File: config.mk
export PLATFORM = sky130hd
export DESIGN_NAME = uart_tx_drain
export DESIGN_NICKNAME = d
export VERILOG_FILES = /design/src/rtl/uart_tx_drain.sv
export SDC_FILE = /design/constraint.sdc
export NUM_CORES = 1
export LEC_CHECK = 0
export CORE_MARGIN = 3
export CORE_UTILIZATION = 40
export CTS_BUF_LIST = sky130_fd_sc_hd__clkbuf_4
export CTS_CLUSTER_SIZE = 24
export DETAILED_ROUTE_END_ITERATION = 8
export SETUP_SLACK_MARGIN = 0.4
export SLEW_MARGIN = 10
export SYNTH_ARGS = -nofsm -noshare
export SYNTH_HDL_FRONTEND = slang
export SYNTH_SLANG_ARGS = --single-unit
File: constraint.sdc
create_clock -name clock -period 2.35 [get_ports clock]
set_input_delay 0.705 -clock clock [delete_from_list [all_inputs] [get_ports clock]]
set_output_delay 0.705 -clock clock [all_outputs]
set_load 0.02 [all_outputs]
File: src/rtl/uart_tx_drain.sv
// ============================================================================
// uart_tx_drain : drains a byte FIFO onto an async serial line (8N1, LSB first)
// Optional even parity bit when UART_TX_PARITY_EN is defined.  Rev 1.0
// ============================================================================
`default_nettype none

module uart_tx_drain #(
   parameter int CLK_FREQ   = 27000000,
   parameter int BAUD       = 115200,
   parameter int DATA_WIDTH = 8
) (
   input  logic                  clock,
   input  logic                  reset,
   input  logic                  fifo_empty,
   input  logic [DATA_WIDTH-1:0] fifo_data,
   output logic                  fifo_read_en,
   output logic                  tx,
   output logic                  busy
);

   localparam int DIV = CLK_FREQ / BAUD;
   localparam int CW  = (DIV > 1) ? $clog2(DIV) : 1;
   localparam int BW  = $clog2(DATA_WIDTH + 1);
   localparam logic [CW-1:0] BAUD_LAST = CW'(DIV - 1);
   localparam logic [BW-1:0] BIT_LAST  = BW'(DATA_WIDTH - 1);

   generate
      if (DIV < 2) begin : g_div_check
         $error("uart_tx_drain: CLK_FREQ/BAUD must be at least 2");
      end
   endgenerate

`ifdef UART_TX_PARITY_EN
   typedef enum logic [2:0] {
      S_IDLE   = 3'd0,
      S_START  = 3'd1,
      S_DATA   = 3'd2,
      S_PARITY = 3'd3,
      S_STOP   = 3'd4
   } state_t;
`else
   typedef enum logic [2:0] {
      S_IDLE  = 3'd0,
      S_START = 3'd1,
      S_DATA  = 3'd2,
      S_STOP  = 3'd4
   } state_t;
`endif

   state_t                state_q, state_d;
   logic [CW-1:0]         baud_q, baud_d;
   logic [BW-1:0]         bit_q, bit_d;
   logic [DATA_WIDTH-1:0] shift_q, shift_d;
   logic                  tx_q, tx_d;
   logic                  busy_q, busy_d;
   logic                  rd_q, rd_d;
   logic                  baud_end;
`ifdef UART_TX_PARITY_EN
   logic                  parity_q, parity_d;
`endif

   assign baud_end     = (baud_q == BAUD_LAST);
   assign tx           = tx_q;
   assign busy         = busy_q;
   assign fifo_read_en = rd_q;

   always_ff @(posedge clock or posedge reset) begin
      if (reset) begin
         state_q  <= S_IDLE;
         baud_q   <= '0;
         bit_q    <= '0;
         shift_q  <= '0;
         tx_q     <= 1'b1;
         busy_q   <= 1'b0;
         rd_q     <= 1'b0;
`ifdef UART_TX_PARITY_EN
         parity_q <= 1'b0;
`endif
      end else begin
         state_q  <= state_d;
         baud_q   <= baud_d;
         bit_q    <= bit_d;
         shift_q  <= shift_d;
         tx_q     <= tx_d;
         busy_q   <= busy_d;
         rd_q     <= rd_d;
`ifdef UART_TX_PARITY_EN
         parity_q <= parity_d;
`endif
      end
   end

   always_comb begin
      state_d  = state_q;
      baud_d   = baud_q;
      bit_d    = bit_q;
      shift_d  = shift_q;
      tx_d     = tx_q;
      busy_d   = busy_q;
      rd_d     = 1'b0;
`ifdef UART_TX_PARITY_EN
      parity_d = parity_q;
`endif
      case (state_q)
         S_IDLE: begin
            tx_d   = 1'b1;
            busy_d = 1'b0;
            // Capture the head word on the same edge that issues the pop.
            if (!fifo_empty) begin
               shift_d  = fifo_data;
`ifdef UART_TX_PARITY_EN
               parity_d = ^fifo_data;
`endif
               rd_d     = 1'b1;
               tx_d     = 1'b0;
               busy_d   = 1'b1;
               baud_d   = '0;
               bit_d    = '0;
               state_d  = S_START;
            end
         end
         S_START: begin
            if (baud_end) begin
               baud_d  = '0;
               bit_d   = '0;
               tx_d    = shift_q[0];
               state_d = S_DATA;
            end else begin
               baud_d = baud_q + 1'b1;
            end
         end
         S_DATA: begin
            if (baud_end) begin
               baud_d = '0;
               if (bit_q == BIT_LAST) begin
`ifdef UART_TX_PARITY_EN
                  tx_d    = parity_q;
                  state_d = S_PARITY;
`else
                  tx_d    = 1'b1;
                  state_d = S_STOP;
`endif
               end else begin
                  // The line always shows bit 0 of the shifter.
                  bit_d   = bit_q + 1'b1;
                  shift_d = shift_q >> 1;
                  tx_d    = shift_d[0];
               end
            end else begin
               baud_d = baud_q + 1'b1;
            end
         end
`ifdef UART_TX_PARITY_EN
         S_PARITY: begin
            if (baud_end) begin
               baud_d  = '0;
               tx_d    = 1'b1;
               state_d = S_STOP;
            end else begin
               baud_d = baud_q + 1'b1;
            end
         end
`endif
         S_STOP: begin
            if (baud_end) begin
               baud_d  = '0;
               tx_d    = 1'b1;
               busy_d  = 1'b0;
               state_d = S_IDLE;
            end else begin
               baud_d = baud_q + 1'b1;
            end
         end
         default: begin
            state_d = S_IDLE;
            baud_d  = '0;
            tx_d    = 1'b1;
            busy_d  = 1'b0;
         end
      endcase
   end

endmodule

`default_nettype wire

==> results of run 1 <==
## synth_stat cells (all sizes together) (2+ instances only)
cell    instances  area, um^2
a211o           2        17.5
a21oi           3        18.8
and3            2        12.5
buf             5        25.0
dfrtp          25         626
ha              3        37.5
inv             6        22.5
mux2           15         169
nand2           7        26.3
nand2b          2        12.5
nand3           5        30.0
nand4           5        37.5
nor2            4        15.0
nor3            7        35.0
nor4            3        25.0
nor4b           3        32.5
o21ai           4        20.0
o22ai           2        12.5
o31ai           3        32.5
or3             2        12.5
xnor2           2        17.5
xor2            4        35.0
## placed cells by master (no fill, tap or decap), drive strengths merged, types with 2 or more instances in the layout
master / netlist / routed
a211o: 2 / 2
a21oi: 3 / 3
and3: 2 / 2
buf: 5 / 4
clkbuf: 1 / 3
clkdlybuf4s50: 0 / 9
dfrtp: 25 / 25
dlygate4sd2: 0 / 2
ha: 3 / 3
inv: 6 / 6
mux2: 15 / 15
nand2: 7 / 7
nand2b: 2 / 2
nand3: 5 / 5
nand4: 5 / 5
nor2: 4 / 4
nor3: 7 / 7
nor4: 3 / 3
nor4b: 3 / 3
o21ai: 4 / 4
o22ai: 2 / 2
o31ai: 3 / 3
or3: 2 / 2
xnor2: 2 / 2
xor2: 4 / 4
## routing by layer
metal	global-route usage, %	routed length (um)
met1	19.6	1300
met4	5.32	42
met2	25.6	1490
met5	0	0
met3	3.16	144
## final cells by class
cell class                      instances  area, um^2
Tap cell                               46        57.6
Fill cell                             329        1720
Timing Repair Buffer                   17         160
Clock inverter                          1        30.0
Sequential cell                        26         653
Clock buffer                            3        22.5
Multi-Input combinational cell         96         805
Inverter                                6        22.5
## registers in the layout, indices dropped and copies added, names as in the netlist
signal	count
state_q	3
shift_q	8
tx	1
busy	1
baud_q	8
fifo_read_en	1
bit_q	4
## cell families (layout without fill, tap and decap cells)
family	after synthesis	after routing
AND/OR/NAND/NOR	48	48
flip-flops	26	26
AO/OA/AOI/OAI	23	23
multiplexers	16	16
buffers and inverters	12	27
XOR/XNOR	6	6
adder cells (fa/ha/maj)	3	3
## path summary, 6_finish.rpt
check | startpoint | end | cells past startpoint
worst max-delay path | tx | tx | 1
worst min-delay path | shift_q[3] | shift_q[3] | 1
worst max register to register | state_q[2] | shift_q[4] | 5
worst min register to register | shift_q[3] | shift_q[3] | 1
max in group asynchronous | reset | tx | 3
min in group asynchronous | reset | bit_q[1] | 3
## per-stage QoR
step | area, um^2 | std cells | hold slack (ns)
after floorplan | 1500 | 134 | 0.474
after global placement | 1690 | 191 | 0.483
after detailed placement | 1690 | 191 | 0.491
after CTS | 1740 | 195 | 0.527
after global routing | 1750 | 195 | 0.536
final | 1750 | 195 | 0.523
## power breakdown
group / leakage, nW / total (W) / switching, W / internal, W
Combinational: 0.425 / 0.000339 / 0.000152 / 0.000187
Sequential: 0.325 / 0.000687 / 0.000121 / 0.000567
Clock: 0.0279 / 0.000313 / 0.000140 / 0.000173
Total: 0.778 / 0.00134 / 0.000413 / 0.000926
## repair_timing
action	4_1_cts	5_1_grt
hold buffers	0	0
endpoints found under the setup margin	3	12
pin swaps	0	0
gates resized for setup	3	4
==> results.sh, run 1 <==
export IMPL_worst_path_max_delay_cell="dfstp_2"
export IMPL_dieArea_um2=4520
export IMPL_critPathMaxStageDelay_ns=0.56
export IMPL_core_area_um2=3470
export IMPL_vias_per_cell=5.64
export IMPL_slew_headroom_pct=66.5
export IMPL_htreeDepth=1
export IMPL_yosys_warnings=0
export IMPL_grt_max_degree=27
export IMPL_syn_inst=134
export IMPL_synth_seq_cells=26
export IMPL_hp_class="flop to flop"
export IMPL_wl_per_cell_um=15.3
export IMPL_gp_congestion=0.779
export IMPL_period_share_pct=81.1
export IMPL_r2r_setup_slack_ns=0.52
export IMPL_die_w_um=67.2
export IMPL_clock_path_buffers=2
export IMPL_cts_setup_buffers=0
export IMPL_async_reset_ff_share_pct=100
export IMPL_setup_viol=0
export IMPL_synth_xor_area_share_pct=3.50
export IMPL_drc=0
export IMPL_cp_cell_sequence="clkdlybuf4s15_1"
export IMPL_dominantRegCellSynth="dfrtp_1"
export IMPL_initial_core_util_pct=43.3
export IMPL_dp_slack_ns=0.0518
export IMPL_synth_edf_count=0
export IMPL_routed_via_count=1100
export IMPL_crit_required_ns=1.64
export IMPL_grt_pass1_vias=1149
export IMPL_path_clk_slew_ns=0.15
export IMPL_yosysSeqAreaShare_pct=43.5
export IMPL_grt_setup_unrepaired="true"
export IMPL_hold_viol_final=0
export IMPL_syn_area_per_cell_um2=11.2
export IMPL_leakage_nw=0.778
export IMPL_tns_ns=0
export IMPL_final_layout_size_suffix_gt1_share_pct=25.5
export IMPL_grt_ovfl_total=0
export IMPL_die_y_um=67.2
export IMPL_clk_latency_ns=0.33
export IMPL_crit_family="flip-flops"
export IMPL_synth_cell_type_count=49
export IMPL_critPathMaxFanout=2
export IMPL_synth_top_family_by_area="simple AND/OR/NAND/NOR gates"
export IMPL_antenna_found_initial=0
export IMPL_synthMuxAreaShare_pct=11.9
export IMPL_fin_nets=164
export IMPL_dr_pass1_iters=4
export IMPL_cts_sinks=26
export IMPL_vdd_drop_max_mv=0.362
export IMPL_setup_ws_ns=0.445
export IMPL_grt_pass1_wl_um=5260
export IMPL_worst_pin_slew_ns=0.498
export IMPL_cap_violations=0
export IMPL_synthSimpleGateAreaFrac_pct=22.4
export IMPL_powerDensity_nw_per_um2=765
export IMPL_cts_inserted_buffers=3
export IMPL_grt_total_usage_pct=15.3
export IMPL_root_buffer="clkbuf_4"
export IMPL_drv_slew=0
export IMPL_dp_hpwl_um=2070
export IMPL_power_w=0.00134
export IMPL_cp_end_kind="output port"
export IMPL_status="finished clean"
export IMPL_rows=21
export IMPL_totalWireLength_um=2980
export IMPL_critical_path_arrival_ns=1.20
export IMPL_area_growth_pct=16.7
export IMPL_synth_adder_area_share_pct=2.50
export IMPL_worstSetupPathType="flop to output port"
export IMPL_synth_compound_area_share_pct=12.8
export IMPL_start_kind="flop"
export IMPL_port_buffers=13
export IMPL_synthesis_nets=148
export IMPL_cts_tree="built"
export IMPL_drtIter0Drc=33
export IMPL_antenna_cells=0
export IMPL_max_freq_mhz=525
export IMPL_drtAntennaViolNets=0
export IMPL_ioPinCount=14
export IMPL_path_buf_inv=1
export IMPL_fin_util_pct=50.5
export IMPL_finalCriticalPeriod_ns=1.91
export IMPL_synth_area_um2=1500
export IMPL_fin_worst_skew_ns=0.00698
(Power assumes the default switching activity.)
==> inputs of run 2 (changes only) <==
Clock period 2.35 ns to 1.7 ns, I/O delays scaled along.
==> run 2 against run 1 <==
Cell count rose by 13%; clock power fell by 9.9%; cell area rose by 14%; core utilization rose by 7.1 points; non-clock buffer count rose by 25; clock skew rose by 0.0024 ns; register-to-register slack got worse by 0.48 ns; critical path depth rose by 4; first-iteration DRC count rose by 58%; sequential power rose by 32%; critical path type is now flop to flop; largest cell class unchanged.
==> results.sh, run 2 (synthesis results as in run 1) <==
export IMPL_status="finished clean"
export IMPL_fin_cells=220
export IMPL_finalCriticalPeriod_ns=1.66
export IMPL_fin_area_um2=2000
export IMPL_clkPwrFrac_pct=14.8
export IMPL_root_buffer="clkbuf_4"
export IMPL_grt_max_degree=27
export IMPL_area_growth_pct=33.0
export IMPL_fin_worst_skew_ns=0.00941
export IMPL_hp_class="flop to flop"
export IMPL_leakage_nw=0.889
export IMPL_dp_slack_ns=-0.336
export IMPL_placed_area_um2=1830
export IMPL_crit_required_ns=1.91
export IMPL_path_clk_slew_ns=0.13
export IMPL_die_w_um=67.2
export IMPL_grt_total_usage_pct=15.5
export IMPL_core_area_um2=3470
export IMPL_critPathMaxFanout=8
export IMPL_p_comb_share_pct=37.7
export IMPL_slew_headroom_pct=75.8
export IMPL_rows=21
export IMPL_drv_slew=0
export IMPL_dr_pass1_iters=4
export IMPL_cts_sinks=26
export IMPL_cts_inserted_buffers=3
export IMPL_routed_via_count=1165
export IMPL_antenna_cells=0
export IMPL_grt_pass1_wl_um=5320
export IMPL_clk_latency_ns=0.32
export IMPL_cp_end_kind="flop"
export IMPL_start_kind="flop"
export IMPL_drtAntennaViolNets=0
export IMPL_dieArea_um2=4520
export IMPL_seqPwrFrac_pct=47.5
export IMPL_powerDensity_nw_per_um2=958
export IMPL_worst_pin_slew_ns=0.361
export IMPL_grt_setup_unrepaired="true"
export IMPL_layout_commonest_cell="buf_4"
export IMPL_drtIter0Drc=52
export IMPL_drc=0
export IMPL_period_share_pct=97.6
export IMPL_wl_per_cell_um=14.3
export IMPL_setup_ws_ns=0.0412
export IMPL_totalWireLength_um=3140
export IMPL_dp_hpwl_um=2250
export IMPL_max_freq_mhz=603
export IMPL_worstSetupPathType="flop to flop"
export IMPL_setup_viol=0
export IMPL_grt_pass1_vias=1153
export IMPL_layout_common_cells="buf_4 (27), dfrtp_1 (23), mux2_2 (14)"
export IMPL_holdWs_ns=0.518
export IMPL_hold_viol_final=0
export IMPL_switching_share_pct=31.8
export IMPL_final_layout_size_suffix_gt1_share_pct=43.7
export IMPL_vdd_drop_max_mv=0.619
export IMPL_initial_core_util_pct=43.3
export IMPL_vias_per_cell=5.30
export IMPL_p_sw_w=0.000608
export IMPL_tns_ns=0
export IMPL_nFillCells=297
export IMPL_die_y_um=67.2
export IMPL_p_int_w=0.00130
export IMPL_cap_violations=0
export IMPL_critical_path_arrival_ns=1.87
export IMPL_top_regs="baud_q x8, shift_q x8, bit_q x4"
export IMPL_ioPinCount=14
export IMPL_cts_tree="built"
export IMPL_grt_ovfl_total=0
export IMPL_antenna_found_initial=0
export IMPL_htreeDepth=1
export IMPL_gp_congestion=0.847
export IMPL_clock_path_buffers=2
export IMPL_port_buffers=13
export IMPL_fin_nets=189
export IMPL_dpl_cell_count=207
==> run 2: path summary, 6_finish.rpt <==
| check | endpoint | depth (start not counted) | start | slack [ns] |
|---|---|---|---|---|
| min | shift_q[2] | 1 | shift_q[2] | 0.52 |
| max reg2reg | shift_q[0] | 5 | bit_q[1] | 0.04 |
| min in group asynchronous | busy | 3 | reset | 0.53 |
| max | shift_q[0] | 5 | bit_q[1] | 0.04 |
| min reg2reg | shift_q[2] | 1 | shift_q[2] | 0.52 |
| max in group asynchronous | tx | 3 | reset | 0.87 |
==> run 2: critical path, stage by stage, from the launching register on <==
cell and delay, ns:
dfrtp_1 0.41, ha_2 0.19, and3b_2 0.24, o31ai_4 0.22, nand3_4 0.18, mux2_4 0.33
==> run 2: layout make-up <==
type	count	area, um^2	share of cell area, %
sequential	26	654	32.8
timing repair buffer	42	358	17.9
tap	46	57.6	2.88
clock buffer	4	30.0	1.50
multi-input combinational	96	873	43.8
inverter	6	22.5	1.13
==> run 2: repair_timing <==
action	4_1_cts	5_1_grt
buffers inserted	4	5
endpoints found under the setup margin	29	29
hold buffers	0	0
resized for setup	28	6
pin swaps	10	4
==> run 2: power by group through the flow <==
stage          logic (W)  registers (W)  clock network (W)
2_1_floorplan   0.000351       0.000937                  0
3_3_place_gp    0.000607       0.000907                  0
3_5_place_dp    0.000612       0.000910                  0
4_1_cts         0.000662       0.000902           0.000298
5_1_grt         0.000793       0.000926           0.000329
6_report        0.000721       0.000908           0.000282
==> run 2: metal layers <==
layer | vias to the layer above | routed length (um) | GRT usage (%) | share of wire (%)
li1 | 586 | - | - | -
met1 | 561 | 1520 | 21.8 | 48
met2 | 14 | 1510 | 24.2 | 48
met3 | 4 | 83 | 2.83 | 2.6
met4 | 0 | 34 | 4.56 | 1.1
met5 | - | 0 | 0 | 0
==> run 2: metrics by stage <==
step / total power (W) / util (%)
after floorplan: 0.00129 / -
after global placement: 0.00151 / 52.8
after CTS: 0.00186 / 55.6
after global routing: 0.00205 / 57.5
after detailed placement: 0.00152 / 52.8
final: 0.00191 / 57.5
==> inputs of run 3 (changes only) <==
Settings changed: CAP_MARGIN set to 40.
==> results of run 3 <==
Same layout as run 2: the final DEF is identical, and so are final timing and power.
